### src/rtl/ula_seq.sv
// ============================================================================
//  Module   : ula_seq
//  Purpose  : Sequential ALU with a Start/Busy/Done handshake. ADD, SUB, NAND,
//             PASS A and PASS Ry complete at the accepting edge. MUL (iterative
//             shift-add) and multi-bit shifts (one bit per edge) run in EXEC.
//             Result and flags are registered and only change when Done fires.
//  Ports    : Clock    - rising-edge clock
//             Resetn   - synchronous active-low reset
//             Start    - request, sampled only while Busy=0
//             OpSelect - operation code [0:2], bit 0 = MSB
//             A, Ry    - operands [0:WIDTH-1], index 0 = MSB (Ry also gives
//                        the shift amount in its low SHW bits)
//             Result   - registered result
//             Busy     - high while a multi-cycle operation iterates
//             Done     - one-cycle pulse, Result/flags valid from this cycle
//             Zero, Negative, Carry, Overflow - registered status flags
//  Revision : 1.0 - initial release
// ============================================================================
`default_nettype none

module ula_seq #(
    parameter int WIDTH = 16
) (
    input  logic             Clock,
    input  logic             Resetn,
    input  logic             Start,
    input  logic [0:2]       OpSelect,
    input  logic [0:WIDTH-1] A,
    input  logic [0:WIDTH-1] Ry,
    output logic [0:WIDTH-1] Result,
    output logic             Busy,
    output logic             Done,
    output logic             Zero,
    output logic             Negative,
    output logic             Carry,
    output logic             Overflow
);

    localparam int SHW = $clog2(WIDTH);

    localparam logic [2:0] c_OP_ADD   = 3'b000;
    localparam logic [2:0] c_OP_SUB   = 3'b001;
    localparam logic [2:0] c_OP_NAND  = 3'b010;
    localparam logic [2:0] c_OP_MUL   = 3'b011;
    localparam logic [2:0] c_OP_PASSA = 3'b100;
    localparam logic [2:0] c_OP_PASSB = 3'b101;
    localparam logic [2:0] c_OP_SHL   = 3'b110;
    localparam logic [2:0] c_OP_SHR   = 3'b111;

    localparam logic [SHW:0] c_CNT_FULL = (SHW+1)'(WIDTH);
    localparam logic [SHW:0] c_CNT_ONE  = (SHW+1)'(1);

    typedef enum logic {
        S_IDLE = 1'b0,
        S_EXEC = 1'b1
    } state_t;

    // ------------------------------------------------------------------
    // Input views with conventional [MSB:0] numbering. The value is the
    // same; only the index direction differs from the port declaration.
    // ------------------------------------------------------------------
    logic [WIDTH-1:0] w_a;
    logic [WIDTH-1:0] w_b;
    logic [2:0]       w_opsel;
    logic [SHW-1:0]   w_n;

    assign w_a     = A;
    assign w_b     = Ry;
    assign w_opsel = OpSelect;
    assign w_n     = w_b[SHW-1:0];

    // ------------------------------------------------------------------
    // Registers
    // ------------------------------------------------------------------
    state_t             r_state;
    logic [2:0]         r_op;
    logic [SHW:0]       r_cnt;
    logic [2*WIDTH-1:0] r_prod;
    logic [2*WIDTH-1:0] r_mcand;
    logic [WIDTH-1:0]   r_mplier;
    logic [WIDTH-1:0]   r_shv;
    logic [WIDTH-1:0]   r_result;
    logic               r_busy;
    logic               r_done;
    logic               r_zero;
    logic               r_neg;
    logic               r_carry;
    logic               r_ovf;

    // ------------------------------------------------------------------
    // Single-cycle datapath, evaluated on the live inputs so the result
    // can be registered at the accepting edge itself.
    // ------------------------------------------------------------------
    logic [WIDTH:0]   w_sum;
    logic [WIDTH:0]   w_dif;
    logic [WIDTH-1:0] w_sc_res;
    logic             w_sc_c;
    logic             w_sc_v;

    assign w_sum = {1'b0, w_a} + {1'b0, w_b};
    // Subtraction as A + ~Ry + 1 so the carry-out means "no borrow".
    assign w_dif = {1'b0, w_a} + {1'b0, ~w_b} + (WIDTH+1)'(1);

    always_comb begin
        w_sc_res = w_a;
        w_sc_c   = 1'b0;
        w_sc_v   = 1'b0;
        case (w_opsel)
            c_OP_ADD: begin
                w_sc_res = w_sum[WIDTH-1:0];
                w_sc_c   = w_sum[WIDTH];
                w_sc_v   = (w_a[WIDTH-1] == w_b[WIDTH-1]) &&
                           (w_sum[WIDTH-1] != w_a[WIDTH-1]);
            end
            c_OP_SUB: begin
                w_sc_res = w_dif[WIDTH-1:0];
                w_sc_c   = w_dif[WIDTH];
                w_sc_v   = (w_a[WIDTH-1] != w_b[WIDTH-1]) &&
                           (w_dif[WIDTH-1] != w_a[WIDTH-1]);
            end
            c_OP_NAND:  w_sc_res = ~(w_a & w_b);
            c_OP_PASSA: w_sc_res = w_a;
            c_OP_PASSB: w_sc_res = w_b;
            // Shifts only reach this path with n=0, where A passes through.
            default:    w_sc_res = w_a;
        endcase
    end

    // ------------------------------------------------------------------
    // Iterative datapath: one step per EXEC edge
    // ------------------------------------------------------------------
    logic               w_is_mul;
    logic               w_is_shift;
    logic               w_multi;
    logic [2*WIDTH-1:0] w_prod_step;
    logic [WIDTH-1:0]   w_shv_step;
    logic               w_sh_out;
    logic               w_last;

    assign w_is_mul   = (w_opsel == c_OP_MUL);
    assign w_is_shift = (w_opsel == c_OP_SHL) || (w_opsel == c_OP_SHR);
    assign w_multi    = w_is_mul || (w_is_shift && (w_n != '0));

    // Full 2*WIDTH product is kept so the upper half can drive Overflow.
    assign w_prod_step = r_prod + (r_mplier[0] ? r_mcand : '0);
    assign w_shv_step  = (r_op == c_OP_SHR) ? {1'b0, r_shv[WIDTH-1:1]}
                                            : {r_shv[WIDTH-2:0], 1'b0};
    assign w_sh_out    = (r_op == c_OP_SHR) ? r_shv[0] : r_shv[WIDTH-1];
    assign w_last      = (r_cnt == c_CNT_ONE);

    // ------------------------------------------------------------------
    // Next-state and datapath-update logic
    // ------------------------------------------------------------------
    state_t             w_state_nxt;
    logic               w_busy_nxt;
    logic               w_done_nxt;
    logic               w_load;
    logic [WIDTH-1:0]   w_res_nxt;
    logic               w_c_nxt;
    logic               w_v_nxt;
    logic [2:0]         w_op_nxt;
    logic [SHW:0]       w_cnt_nxt;
    logic [2*WIDTH-1:0] w_prod_nxt;
    logic [2*WIDTH-1:0] w_mcand_nxt;
    logic [WIDTH-1:0]   w_mplier_nxt;
    logic [WIDTH-1:0]   w_shv_nxt;

    always_comb begin
        w_state_nxt  = r_state;
        w_busy_nxt   = 1'b0;
        w_done_nxt   = 1'b0;
        w_load       = 1'b0;
        w_res_nxt    = r_result;
        w_c_nxt      = r_carry;
        w_v_nxt      = r_ovf;
        w_op_nxt     = r_op;
        w_cnt_nxt    = r_cnt;
        w_prod_nxt   = r_prod;
        w_mcand_nxt  = r_mcand;
        w_mplier_nxt = r_mplier;
        w_shv_nxt    = r_shv;

        unique case (r_state)
            S_IDLE: begin
                if (Start) begin
                    if (w_multi) begin
                        // Latch everything; later input changes are ignored.
                        w_state_nxt  = S_EXEC;
                        w_busy_nxt   = 1'b1;
                        w_op_nxt     = w_opsel;
                        w_cnt_nxt    = w_is_mul ? c_CNT_FULL : {1'b0, w_n};
                        w_prod_nxt   = '0;
                        w_mcand_nxt  = {{WIDTH{1'b0}}, w_a};
                        w_mplier_nxt = w_b;
                        w_shv_nxt    = w_a;
                    end else begin
                        w_load     = 1'b1;
                        w_done_nxt = 1'b1;
                        w_res_nxt  = w_sc_res;
                        w_c_nxt    = w_sc_c;
                        w_v_nxt    = w_sc_v;
                    end
                end
            end
            S_EXEC: begin
                w_cnt_nxt    = r_cnt - c_CNT_ONE;
                w_prod_nxt   = w_prod_step;
                w_mcand_nxt  = {r_mcand[2*WIDTH-2:0], 1'b0};
                w_mplier_nxt = {1'b0, r_mplier[WIDTH-1:1]};
                w_shv_nxt    = w_shv_step;
                if (w_last) begin
                    w_state_nxt = S_IDLE;
                    w_done_nxt  = 1'b1;
                    w_load      = 1'b1;
                    if (r_op == c_OP_MUL) begin
                        w_res_nxt = w_prod_step[WIDTH-1:0];
                        w_c_nxt   = 1'b0;
                        w_v_nxt   = |w_prod_step[2*WIDTH-1:WIDTH];
                    end else begin
                        w_res_nxt = w_shv_step;
                        w_c_nxt   = w_sh_out;
                        w_v_nxt   = 1'b0;
                    end
                end else begin
                    w_busy_nxt = 1'b1;
                end
            end
            default: w_state_nxt = S_IDLE;
        endcase
    end

    // ------------------------------------------------------------------
    // State register
    // ------------------------------------------------------------------
    always_ff @(posedge Clock) begin
        if (!Resetn) begin
            r_state <= S_IDLE;
        end else begin
            r_state <= w_state_nxt;
        end
    end

    // ------------------------------------------------------------------
    // Datapath and output registers. Reset mid-EXEC simply drops the work
    // in progress; Done stays low because it is cleared here too.
    // ------------------------------------------------------------------
    always_ff @(posedge Clock) begin
        if (!Resetn) begin
            r_op     <= '0;
            r_cnt    <= '0;
            r_prod   <= '0;
            r_mcand  <= '0;
            r_mplier <= '0;
            r_shv    <= '0;
            r_result <= '0;
            r_busy   <= 1'b0;
            r_done   <= 1'b0;
            r_zero   <= 1'b0;
            r_neg    <= 1'b0;
            r_carry  <= 1'b0;
            r_ovf    <= 1'b0;
        end else begin
            r_op     <= w_op_nxt;
            r_cnt    <= w_cnt_nxt;
            r_prod   <= w_prod_nxt;
            r_mcand  <= w_mcand_nxt;
            r_mplier <= w_mplier_nxt;
            r_shv    <= w_shv_nxt;
            r_busy   <= w_busy_nxt;
            r_done   <= w_done_nxt;
            if (w_load) begin
                r_result <= w_res_nxt;
                r_zero   <= (w_res_nxt == '0);
                r_neg    <= w_res_nxt[WIDTH-1];
                r_carry  <= w_c_nxt;
                r_ovf    <= w_v_nxt;
            end
        end
    end

    assign Result   = r_result;
    assign Busy     = r_busy;
    assign Done     = r_done;
    assign Zero     = r_zero;
    assign Negative = r_neg;
    assign Carry    = r_carry;
    assign Overflow = r_ovf;

endmodule

`default_nettype wire
### config.mk
export PLATFORM = sky130hd
export DESIGN_NAME = ula_seq
export DESIGN_NICKNAME = d
export VERILOG_FILES = /design/src/rtl/ula_seq.sv
export SDC_FILE = /design/constraint.sdc
export NUM_CORES = 1
export LEC_CHECK = 0
export BUFFER_PORTS_ARGS = -buffer_cell sky130_fd_sc_hd__buf_2
export CAP_MARGIN = 25
export CORE_UTILIZATION = 50
export DETAILED_ROUTE_END_ITERATION = 10
export HOLD_SLACK_MARGIN = 0.15
export PLACE_DENSITY = 0.66
export SKIP_LAST_GASP = 1
export SYNTH_ARGS = -nofsm -noshare
export SYNTH_HDL_FRONTEND = slang
export SYNTH_SLANG_ARGS = --single-unit
### constraint.sdc
create_clock -name Clock -period 8.7 [get_ports Clock]
set_input_delay 0.435 -clock Clock [delete_from_list [all_inputs] [get_ports Clock]]
set_output_delay 0.435 -clock Clock [all_outputs]
set_load 0.02 [all_outputs]
==> flow_metrics.py, run 1 <==
metrics = {
    "power_and_ir_drop": {
        "worst_ir_drop_vdd_mv": 0.150,
        "part_of_the_power_in_registers": 0.374,
        "clock_power_share": 0.433,
        "p_comb_frac": 0.193,
        "netSwitchingPower_w": 0.000511,
        "power.density_cell_area_nw_per_um2": 156,
        "p_int_w": 0.00118,
        "static_leak_nw": 4.51,
        "power_switching_share": 0.302,
    },
    "cts": {
        "cts.path.max_buffers": 2,
        "cts_tree": "yes",
        "cts_hold_buf": 0,
        "cts_inserted_buffers": 17,
        "clk_latency_ps": 420,
        "cts_setup_buffers": 0,
        "clockRootBuffer": "clkbuf_16",
        "clock_sinks": 125,
        "clkTransAtPathRegs_ps": 60,
        "htree_levels": 4,
        "post_cts_resize_count": 0,
    },
    "min_path": {
        "worstHoldStart": "A[15]",
        "holdCritPathClass": "primary input to flip-flop",
    },
    "global_routing": {
        "grt_first_pass_wirelength_um": 49900,
        "global_route.usage.total": 0.314,
        "number_of_global_route_vias_before_repair": 9229,
        "overflow": 0,
        "grt_max_degree": 97,
        "antenna_violations_before_repair": 0,
    },
    "cells_and_area": {
        "nFillCells": 1917,
        "syn_to_final_growth_pct": 8.85,
        "nets": 1463,
        "antenna_cells": 0,
        "layout_cells_sized_above_1": 0.0966,
    },
    "critical_path": {
        "r2r-start": "r_mplier[0]$_SDFFE_PN0P_",
        "worstSetupStartpointType": "flip-flop",
        "timing.critical_path.fanout_max": 33,
        "critPathLaunch": "r_mplier[0]$_SDFFE_PN0P_",
        "path_class": "flip-flop to flip-flop",
        "worstPathRequired_ps": 8980,
        "timing.critical_path.arrival_ps": 4490,
        "critical_path_capture_point_type": "flip-flop",
    },
    "yosys": {
        "yosysSeqAreaShare": 0.251,
        "yosys_warnings": 0,
        "synth_top_area_frac": 0.251,
        "postSynthCellCount": 1361,
        "synthDominantAreaCellType": "dfxtp_1",
        "synthTopCellsByArea": "dfxtp_1 25%, ha_1 8.3%, nand2_1 6.4%, a21oi_1 6.1%, nor2_1 5.5%",
        "post_synth_instance_area_um2": 9960,
        "most_common_flop_cell_mapped_by_yosys": "dfxtp_1",
        "synthDistinctLibCells": 92,
        "synth-async-reset-ratio": 0,
        "flip_flop_and_latch_count_after_synthesis": 125,
        "synth-edff-count": 0,
        "postSynthNetCount": 1468,
        "synthesis.area_per_instance_um2": 7.32,
    },
    "timing": {
        "fin_setup_tns_ps": 0,
        "setup_viol": 0,
        "period_share": 0.484,
        "timing.final.hold_violations": 0,
        "hold_ws_ps": 324,
        "timing.fmax_ghz": 0.237,
        "final.min_clock_period_ps": 4210,
        "finClkSkew_ps": 7.50,
        "final-max-slew-violation-count": 0,
        "grt_setup_unrepaired": "no",
        "max_slew.worst_pin.slew_ps": 1010,
        "slew_headroom": 0.324,
    },
    "floorplanning": {
        "die_outline_area_um2": 20500,
        "floorplan.initialDensity": 0.510,
        "die_y_um": 143,
        "io_pins": 60,
        "std_cell_rows": 51,
        "die-width_um": 143,
        "core_um2": 19500,
    },
    "outcome": {
        "status": "finished, final reports clean",
    },
    "detailed_routing": {
        "detail_route.wirelength.met1_um": 15100,
        "totalWireLength_um": 31300,
        "antenna_violating_nets_post_route": 0,
        "detailedRoute.firstPassIterationCount": 6,
        "route.top_layer_used": "met4",
        "met3WireLength_um": 2100,
        "via_per_instance_ratio": 6.21,
        "drt_first_iter_violations": 820,
        "met2_routed_length_um": 13600,
        "post-route-drc-count": 0,
        "detail_route.wl_per_cell_um": 19.2,
        "vias": 10100,
    },
    "job": {
        "max_cap_violations": 0,
    },
    "placed_design": {
        "place.port_buffers": 59,
        "routabilityCongestion": 0.928,
        "dp.final_hpwl_um": 22500,
    },
}
sequential cells by signal (all words and copies together) (netlist names):
| name | flops |
|---|---|
| r_mcand | 32 |
| r_prod | 32 |
| Result | 16 |
| r_mplier | 16 |
| r_shv | 16 |
| r_cnt | 5 |
| r_op | 3 |
| Busy | 1 |
| Carry | 1 |
| Done | 1 |
| Overflow | 1 |
| Zero | 1 |
cells in the final DEF, fill, tap and decap left out, types with 6 or more instances in the layout:
cell       instances
mux2i_1           14
a211oi_1          21
nor2_1           145
o21ai_0           78
and3_1            43
nand3b_1           6
nor4_1             7
buf_4             11
o21a_1             9
o22ai_1           16
o221ai_1           8
a21oi_1          122
nand4_1           10
ha_1              66
dfxtp_1          124
xor2_1            14
nand3_1           21
a31oi_1           33
and2_1            56
o211ai_1          11
clkbuf_16         17
a311oi_1          23
o31ai_1            7
xnor2_1           22
nor2b_1           13
inv_1             41
nand2b_1           9
a211o_1            9
nand2_1          168
nor3_1            31
buf_2             59
a21o_1            12
final timing paths:
path	slack (ps)	endpoint	cells past startpoint
worst min-delay path	320	r_mcand[0]$_SDFFE_PN0P_	3
worst max-delay path	4490	Overflow$_SDFFE_PN0P_	13
worst max register to register	4490	Overflow$_SDFFE_PN0P_	13
worst min register to register	480	r_mplier[15]$_SDFFE_PN0P_	2
cell usage after synthesis (all sizes together) (4+ instances only):
master and number:
nand2b 9, a221o 5, nor4 7, xnor2 22, xor2 14, a211oi 26, a21oi 125, nor2b 13
and3 43, nor2 145, o22ai 16, or2 5, nand2 169, a21o 13, a211o 10, and2 57
a31o 4, a31oi 33, o21ai 83, o31ai 8, a22oi 5, nand3b 6, mux2i 14, a311oi 24
o21a 9, o21bai 5, clkbuf 70, o221ai 8, nor3b 4, nand3 21, and4b 4, dfxtp 125
nand4 10, buf 24, or3 5, o211ai 11, o31a 6, a21boi 7, ha 66, inv 44
nor3 31, a221oi 6
power by group through the flow:
stage / combinational (W) / clock [W] / sequential, W
6_report: 0.000326 / 0.000732 / 0.000633
5_1_grt: 0.000360 / 0.000767 / 0.000637
4_1_cts: 0.000322 / 0.000741 / 0.000633
3_5_place_dp: 0.000320 / 0 / 0.000645
3_3_place_gp: 0.000317 / 0 / 0.000644
2_1_floorplan: 0.000230 / 0 / 0.000640
worst max-delay path: stages (launching register included):
cell and delay, ps:
dfxtp_1 940, and2_1 240, ha_1 170, fa_1 230, a211oi_1 110, o31a_2 410
a211o_1 350, a21oi_1 220, nor2_1 110, o21ai_0 270, xnor2_1 180, or4b_1 450
nor4_1 250, o32ai_1 120
logic make-up (layout without fill, tap and decap cells):
group | Yosys count | after routing | share of synthesized area
muxes | 16 | 16 | 0.0163
buffers and inverters | 139 | 145 | 0.0603
DFF | 125 | 125 | 0.251
AOI/OAI and AO/OA | 435 | 435 | 0.292
adders and majority gates | 69 | 69 | 0.0889
and+or+nand+nor | 541 | 541 | 0.260
xor gates and xnor gates | 36 | 36 | 0.0316
layout make-up:
cell class	instances	area [µm²]	share of cell area
clock buffers	20	457	0.0421
inverters	45	171	0.0158
repair buffers	70	378	0.0348
multi-input cells	1097	6860	0.633
flip-flops and latches	125	2500	0.231
well taps	265	332	0.0306
clock inverters	10	141	0.0130
stage by stage:
step | setup WS [ps] | area (µm²) | total power, W | util | std cells
floorplan | 5380 | 9960 | 0.000871 | - | 1361
global placement | 4660 | 10200 | 0.000961 | 0.525 | 1602
detailed placement | 4520 | 10200 | 0.000965 | 0.525 | 1602
CTS | 4500 | 10800 | 0.00169 | 0.555 | 1632
global route | 4190 | 10800 | 0.00176 | 0.555 | 1632
finish | 4490 | 10800 | 0.00169 | 0.555 | 1632
layer usage:
metal | vias up | GRT usage
li1 | 4945 | -
met1 | 4775 | 0.457
met2 | 375 | 0.466
met3 | 43 | 0.0570
met4 | 0 | 0.0928
met5 | - | 0
No activity file was read; power rests on OpenSTA's default activity.
==> run 2: changes to the inputs <==
- clock period: 8.7 -> 4.17 ns (I/O delays scaled with it)
==> run 2 against run 1 <==
  * Critical path type unchanged
  * Sequential cell count did not move
  * Core utilization increased by 1.9 points
  * Clock skew about the same
  * Cell count grew 2.1%
  * Final area up 3.4%
  * Die area unchanged
  * Critical path depth unchanged
==> flow_metrics.py, run 2 (synthesized netlist as in run 1, its figures left out) <==
metrics = {
    "outcome": {
        "status": "finished, final reports clean",
    },
    "power_and_ir_drop": {
        "power_switching_share": 0.295,
        "p_comb_frac": 0.194,
        "clock_power_share": 0.450,
        "p_int_w": 0.00260,
        "static_leak_nw": 4.69,
        "worst_ir_drop_vdd_mv": 0.221,
        "part_of_the_power_in_registers": 0.356,
        "netSwitchingPower_w": 0.00109,
        "power.density_cell_area_nw_per_um2": 329,
    },
    "job": {
        "max_cap_violations": 0,
    },
    "detailed_routing": {
        "via_per_instance_ratio": 6.14,
        "vias": 10200,
        "antenna_violating_nets_post_route": 0,
        "detail_route.wl_per_cell_um": 18.9,
        "post-route-drc-count": 0,
        "detailedRoute.firstPassIterationCount": 5,
        "drt_first_iter_violations": 769,
        "totalWireLength_um": 31600,
    },
    "cells_and_area": {
        "mostFrequentLayoutCells": "168 x nand2_1, 145 x nor2_1, 124 x dfxtp_1",
        "layout_cells_sized_above_1": 0.107,
        "nets": 1497,
        "ff_latch_area_um2": 2500,
        "area_of_the_multi_input_gates_um2": 6860,
        "layoutNonFillerInstCount": 1667,
        "final_cell_area_um2": 11200,
        "reg.largest.list": "r_mcand: 32 flops, r_prod: 32 flops",
        "syn_to_final_growth_pct": 12.6,
        "end_of_flow_core_utilization": 0.574,
        "antenna_cells": 0,
        "nFillCells": 1915,
        "layout_commonest_cell": "nand2_1",
    },
    "floorplanning": {
        "die-width_um": 143,
        "std_cell_rows": 51,
        "die_outline_area_um2": 20500,
        "core_um2": 19500,
        "floorplan.initialDensity": 0.510,
        "die_y_um": 143,
        "io_pins": 60,
    },
    "timing": {
        "max_slew.worst_pin.slew_ps": 923,
        "final-max-slew-violation-count": 0,
        "setup_viol": 0,
        "timing.final.hold_violations": 0,
        "final.min_clock_period_ps": 3770,
        "finClkSkew_ps": 7.49,
        "slew_headroom": 0.385,
        "final_setup_margin_ps": 397,
        "fin_setup_tns_ps": 0,
        "timing.fmax_ghz": 0.265,
        "grt_setup_unrepaired": "no",
        "period_share": 0.905,
    },
    "critical_path": {
        "timing.critical_path.arrival_ps": 4060,
        "timing.critical_path.fanout_max": 33,
        "ff2ff_setup_slack_ps": 400,
        "r2r-start": "r_mplier[0]$_SDFFE_PN0P_",
        "worst-r2r-cell-count": 13,
        "critical_path_capture_point_type": "flip-flop",
        "worstPathRequired_ps": 4460,
        "worstReg2RegEnd": "Overflow$_SDFFE_PN0P_",
        "path_class": "flip-flop to flip-flop",
        "worstSetupStartpointType": "flip-flop",
    },
    "min_path": {
        "worstHoldStart": "A[12]",
        "hold_end": "r_mcand[3]$_SDFFE_PN0P_",
        "holdCritPathClass": "primary input to flip-flop",
        "worstHoldPathCells": 3,
    },
    "global_routing": {
        "grt_first_pass_wirelength_um": 50500,
        "grt_max_degree": 81,
        "global_route.usage.total": 0.317,
        "overflow": 0,
        "number_of_global_route_vias_before_repair": 9516,
        "antenna_violations_before_repair": 0,
    },
    "placed_design": {
        "post-place-cells": 1618,
        "detailed_place.area_um2": 10400,
        "dp.final_hpwl_um": 23000,
        "routabilityCongestion": 0.911,
        "pre_cts_ws_ps": 393,
        "place.port_buffers": 59,
    },
    "cts": {
        "cts_tree": "yes",
        "cts_setup_buffers": 0,
        "clock_sinks": 125,
        "clockRootBuffer": "clkbuf_16",
        "clk_latency_ps": 420,
        "cts.path.max_buffers": 2,
        "htree_levels": 4,
        "clkTransAtPathRegs_ps": 60,
        "cts_inserted_buffers": 17,
    },
}
run 2: cell count changes in the layout (fill, tap and decap cells not counted), moves of 2 or more:
cell,before,now
bufinv_16,3,5
dlygate4sd3_1,0,18
clkinv_4,3,5
buf_4,11,26
run 2: routing by layer:
layer	track usage	vias to the layer above	share of wire	wire, µm
li1	-	5006	-	-
met1	0.451	4837	0.47	15000
met2	0.486	364	0.44	13900
met3	0.0641	30	0.073	2300
met4	0.0730	0	0.012	374
met5	0	-	0	0
run 2: area by class of cell:
cell class              instances  area share
multi-input cells            1097       0.612
flip-flops and latches        125       0.223
repair buffers                104      0.0616
clock buffers                  18      0.0392
well taps                     265      0.0296
clock inverters                13      0.0192
inverters                      45      0.0153
run 2: worst max-delay path by stage:
stage / startpoint / end / slack [ps] / cells past startpoint
floorplan: r_mplier[0]$_SDFFE_PN0P_ / Overflow$_SDFFE_PN0P_ / 850 / 14
detailed placement: r_mplier[0]$_SDFFE_PN0P_ / Overflow$_SDFFE_PN0P_ / 390 / 13
CTS: r_mplier[0]$_SDFFE_PN0P_ / Overflow$_SDFFE_PN0P_ / 390 / 13
finish: r_mplier[0]$_SDFFE_PN0P_ / Overflow$_SDFFE_PN0P_ / 400 / 13
global placement: r_mplier[0]$_SDFFE_PN0P_ / Overflow$_SDFFE_PN0P_ / 520 / 13
global route: r_mplier[0]$_SDFFE_PN0P_ / Overflow$_SDFFE_PN0P_ / 230 / 13
run 2: worst max-delay path: stages, from the launching register on:
cell     delay (ps)
dfxtp_1         300
buf_4           220
and2_1          180
ha_1            420
nand4_1         230
or4_1           540
a211o_1         260
a31oi_1         230
o22ai_1         140
o21ai_1         170
xor2_1          100
or4b_1          520
nor4_1          210
o32ai_1         110
run 2: through the flow:
| stage | hold WS, ps | power (W) |
|---|---|---|
| floorplan | 343 | 0.00182 |
| global placement | 463 | 0.00201 |
| detailed placement | 469 | 0.00202 |
| CTS | 155 | 0.00369 |
| global route | 156 | 0.00384 |
| finish | 155 | 0.00368 |
run 2: timing repair:
| action | 4_1_cts | 5_1_grt |
|---|---|---|
| resized for setup | 0 | 0 |
| hold endpoints to repair | 20 | 0 |
| hold buffers | 18 | 0 |
run 2: power by group through the flow:
stage / Combinational, W / Sequential (W) / Clock (W)
final: 0.000714 / 0.00131 / 0.00166
after global routing: 0.000784 / 0.00132 / 0.00173
after CTS: 0.000703 / 0.00131 / 0.00168
after detailed placement: 0.000687 / 0.00134 / 0
after global placement: 0.000678 / 0.00134 / 0
after floorplan: 0.000480 / 0.00134 / 0
==> run 3: changes to the inputs <==
- PLACE_DENSITY: 0.66 -> unset
- PLACE_DENSITY_LB_ADDON: unset -> 0.2
==> run 3 against run 2 <==
  * Wire length grew 0.66%
  * Die area is the same
  * Clock skew grew 5.1 ps
  * Global-route usage shrank 0.14 points
  * Sequential cell count is the same
  * Sequential share of layout area grew 0.15 points
  * Register-to-register slack gained 80 ps
==> flow_metrics.py, run 3 (synthesized netlist as in run 1, its figures left out) <==
metrics = {
    "outcome": {
        "status": "finished, final reports clean",
    },
    "global_routing": {
        "overflow": 0,
        "number_of_global_route_vias_before_repair": 9550,
        "grt_first_pass_wirelength_um": 50500,
        "global_route.usage.total": 0.315,
        "grt_max_degree": 88,
        "antenna_violations_before_repair": 0,
    },
    "timing": {
        "timing.final.hold_violations": 0,
        "final-max-slew-violation-count": 0,
        "setup_viol": 0,
        "max_slew.worst_pin.slew_ps": 942,
        "timing.fmax_ghz": 0.271,
        "fin_setup_tns_ps": 0,
        "grt_setup_unrepaired": "no",
        "slew_headroom": 0.372,
        "final.min_clock_period_ps": 3690,
        "finClkSkew_ps": 12.6,
        "period_share": 0.886,
    },
    "cells_and_area": {
        "layoutNonFillerInstCount": 1668,
        "antenna_cells": 0,
        "reg.largest.list": "r_mcand: 32 flops, r_prod: 32 flops",
        "nets": 1497,
        "syn_to_final_growth_pct": 11.8,
        "layout_cells_sized_above_1": 0.105,
        "layout_commonest_cell": "nand2_1",
        "mostFrequentLayoutCells": "168 x nand2_1, 145 x nor2_1, 124 x dfxtp_1",
    },
    "critical_path": {
        "cpMaxStageDelayCell": "or4_1",
        "worstSetupStartpointType": "flip-flop",
        "worst-r2r-cell-count": 13,
        "timing.critical_path.cells": "buf_4 > and2_1 > ha_1 > nand4_1 > or4_1 > a211o_1 > a31oi_1 > o22ai_1 > o21ai_1 > xor2_1 > or4b_1 > nor4_1 > o32ai_1",
        "timing.critical_path.max_delay_family": "simple AND/OR/NAND/NOR gates",
        "slowest_stage_delay_on_critical_path_ps": 550,
        "path_class": "flip-flop to flip-flop",
        "worstPathRequired_ps": 4450,
        "r2r-start": "r_mplier[0]$_SDFFE_PN0P_",
        "worstReg2RegEnd": "Overflow$_SDFFE_PN0P_",
        "ff2ff_setup_slack_ps": 480,
        "timing.critical_path.arrival_ps": 3980,
        "critical_path_capture_point_type": "flip-flop",
        "timing.critical_path.fanout_max": 33,
        "critical_path.n_buffers_inverters": 1,
    },
    "detailed_routing": {
        "post-route-drc-count": 0,
        "vias": 10400,
        "detail_route.wl_per_cell_um": 19.1,
        "via_per_instance_ratio": 6.26,
        "totalWireLength_um": 31800,
        "antenna_violating_nets_post_route": 0,
        "drt_first_iter_violations": 959,
        "detailedRoute.firstPassIterationCount": 6,
    },
    "floorplanning": {
        "io_pins": 60,
        "die-width_um": 143,
        "floorplan.initialDensity": 0.510,
        "std_cell_rows": 51,
        "die_outline_area_um2": 20500,
        "core_um2": 19500,
        "die_y_um": 143,
    },
    "cts": {
        "cts.path.max_buffers": 2,
        "clkTransAtPathRegs_ps": 60,
        "clock_sinks": 125,
        "cts_inserted_buffers": 17,
        "clockRootBuffer": "clkbuf_16",
        "clk_latency_ps": 420,
        "cts_tree": "yes",
        "htree_levels": 4,
    },
    "placed_design": {
        "dp.final_hpwl_um": 22700,
        "post-place-cells": 1616,
        "place.port_buffers": 59,
        "routabilityCongestion": 0.943,
    },
    "power_and_ir_drop": {
        "power.density_cell_area_nw_per_um2": 315,
        "worst_ir_drop_vdd_mv": 0.246,
        "static_leak_nw": 4.65,
    },
    "min_path": {
        "worstHoldStart": "A[8]",
        "hold_end": "r_mcand[7]$_SDFFE_PN0P_",
        "holdCritPathClass": "primary input to flip-flop",
        "worstHoldPathCells": 3,
    },
    "job": {
        "max_cap_violations": 0,
    },
}
==> run 3: stage by stage <==
step | hold slack (ps) | total power, W | setup WS (ps) | util | instance area, µm²
after floorplan | 343 | 0.00182 | 854 | - | 9960
after global placement | 446 | 0.00202 | 572 | 0.531 | 10400
after detailed placement | 454 | 0.00202 | 463 | 0.531 | 10400
after CTS | 151 | 0.00351 | 440 | 0.571 | 11100
after global routing | 155 | 0.00366 | 75.9 | 0.571 | 11100
final | 157 | 0.00351 | 476 | 0.571 | 11100
==> run 3: repair_timing <==
item,in CTS,in global routing
hold endpoints to repair,24,0
buffers inserted,0,0
hold buffers,20,0
setup endpoints to repair,0,0
gates resized for setup,0,0
==> run 3: report_power, final <==
group / leakage, nW / internal (W) / switching [W] / total (W)
combinational: 3.36 / 0.000263 / 0.000460 / 0.000722
clock: 0.272 / 0.000878 / 0.000596 / 0.00147
sequential: 1.02 / 0.00126 / 0.0000517 / 0.00131
total: 4.65 / 0.00240 / 0.00111 / 0.00351
==> run 3: worst max path at each step <==
stage,cells after the start,end,startpoint
6_report,13,Overflow$_SDFFE_PN0P_,r_mplier[0]$_SDFFE_PN0P_
5_1_grt,13,Overflow$_SDFFE_PN0P_,r_mplier[0]$_SDFFE_PN0P_
4_1_cts,13,Overflow$_SDFFE_PN0P_,r_mplier[0]$_SDFFE_PN0P_
3_5_place_dp,13,Overflow$_SDFFE_PN0P_,r_mplier[0]$_SDFFE_PN0P_
3_3_place_gp,14,Overflow$_SDFFE_PN0P_,r_mplier[0]$_SDFFE_PN0P_
2_1_floorplan,14,Overflow$_SDFFE_PN0P_,r_mplier[0]$_SDFFE_PN0P_
==> run 3: layer usage <==
metal	up-vias	routed length, µm	track usage
li1	4997	-	-
met5	-	0	0
met4	0	724	0.0939
met3	61	2380	0.0584
met2	444	14000	0.485
met1	4940	14700	0.443
==> run 3: cell type report <==
class / instances / area (µm²)
multi-input cells: 1097 / 6860
clock buffers: 18 / 429
flip-flops and latches: 125 / 2500
inverters: 45 / 171
clock inverters: 14 / 145
well taps: 265 / 332
repair buffers: 104 / 696
fillers: 1927 / 8390
==> run 3: worst reg2reg max path: stages, from the launching register on <==
cell,delay [ps]
dfxtp_1,290
buf_4,210
and2_1,190
ha_1,420
nand4_1,210
or4_1,550
a211o_1,270
a31oi_1,190
o22ai_1,130
o21ai_1,170
xor2_1,110
or4b_1,510
nor4_1,190
o32ai_1,110
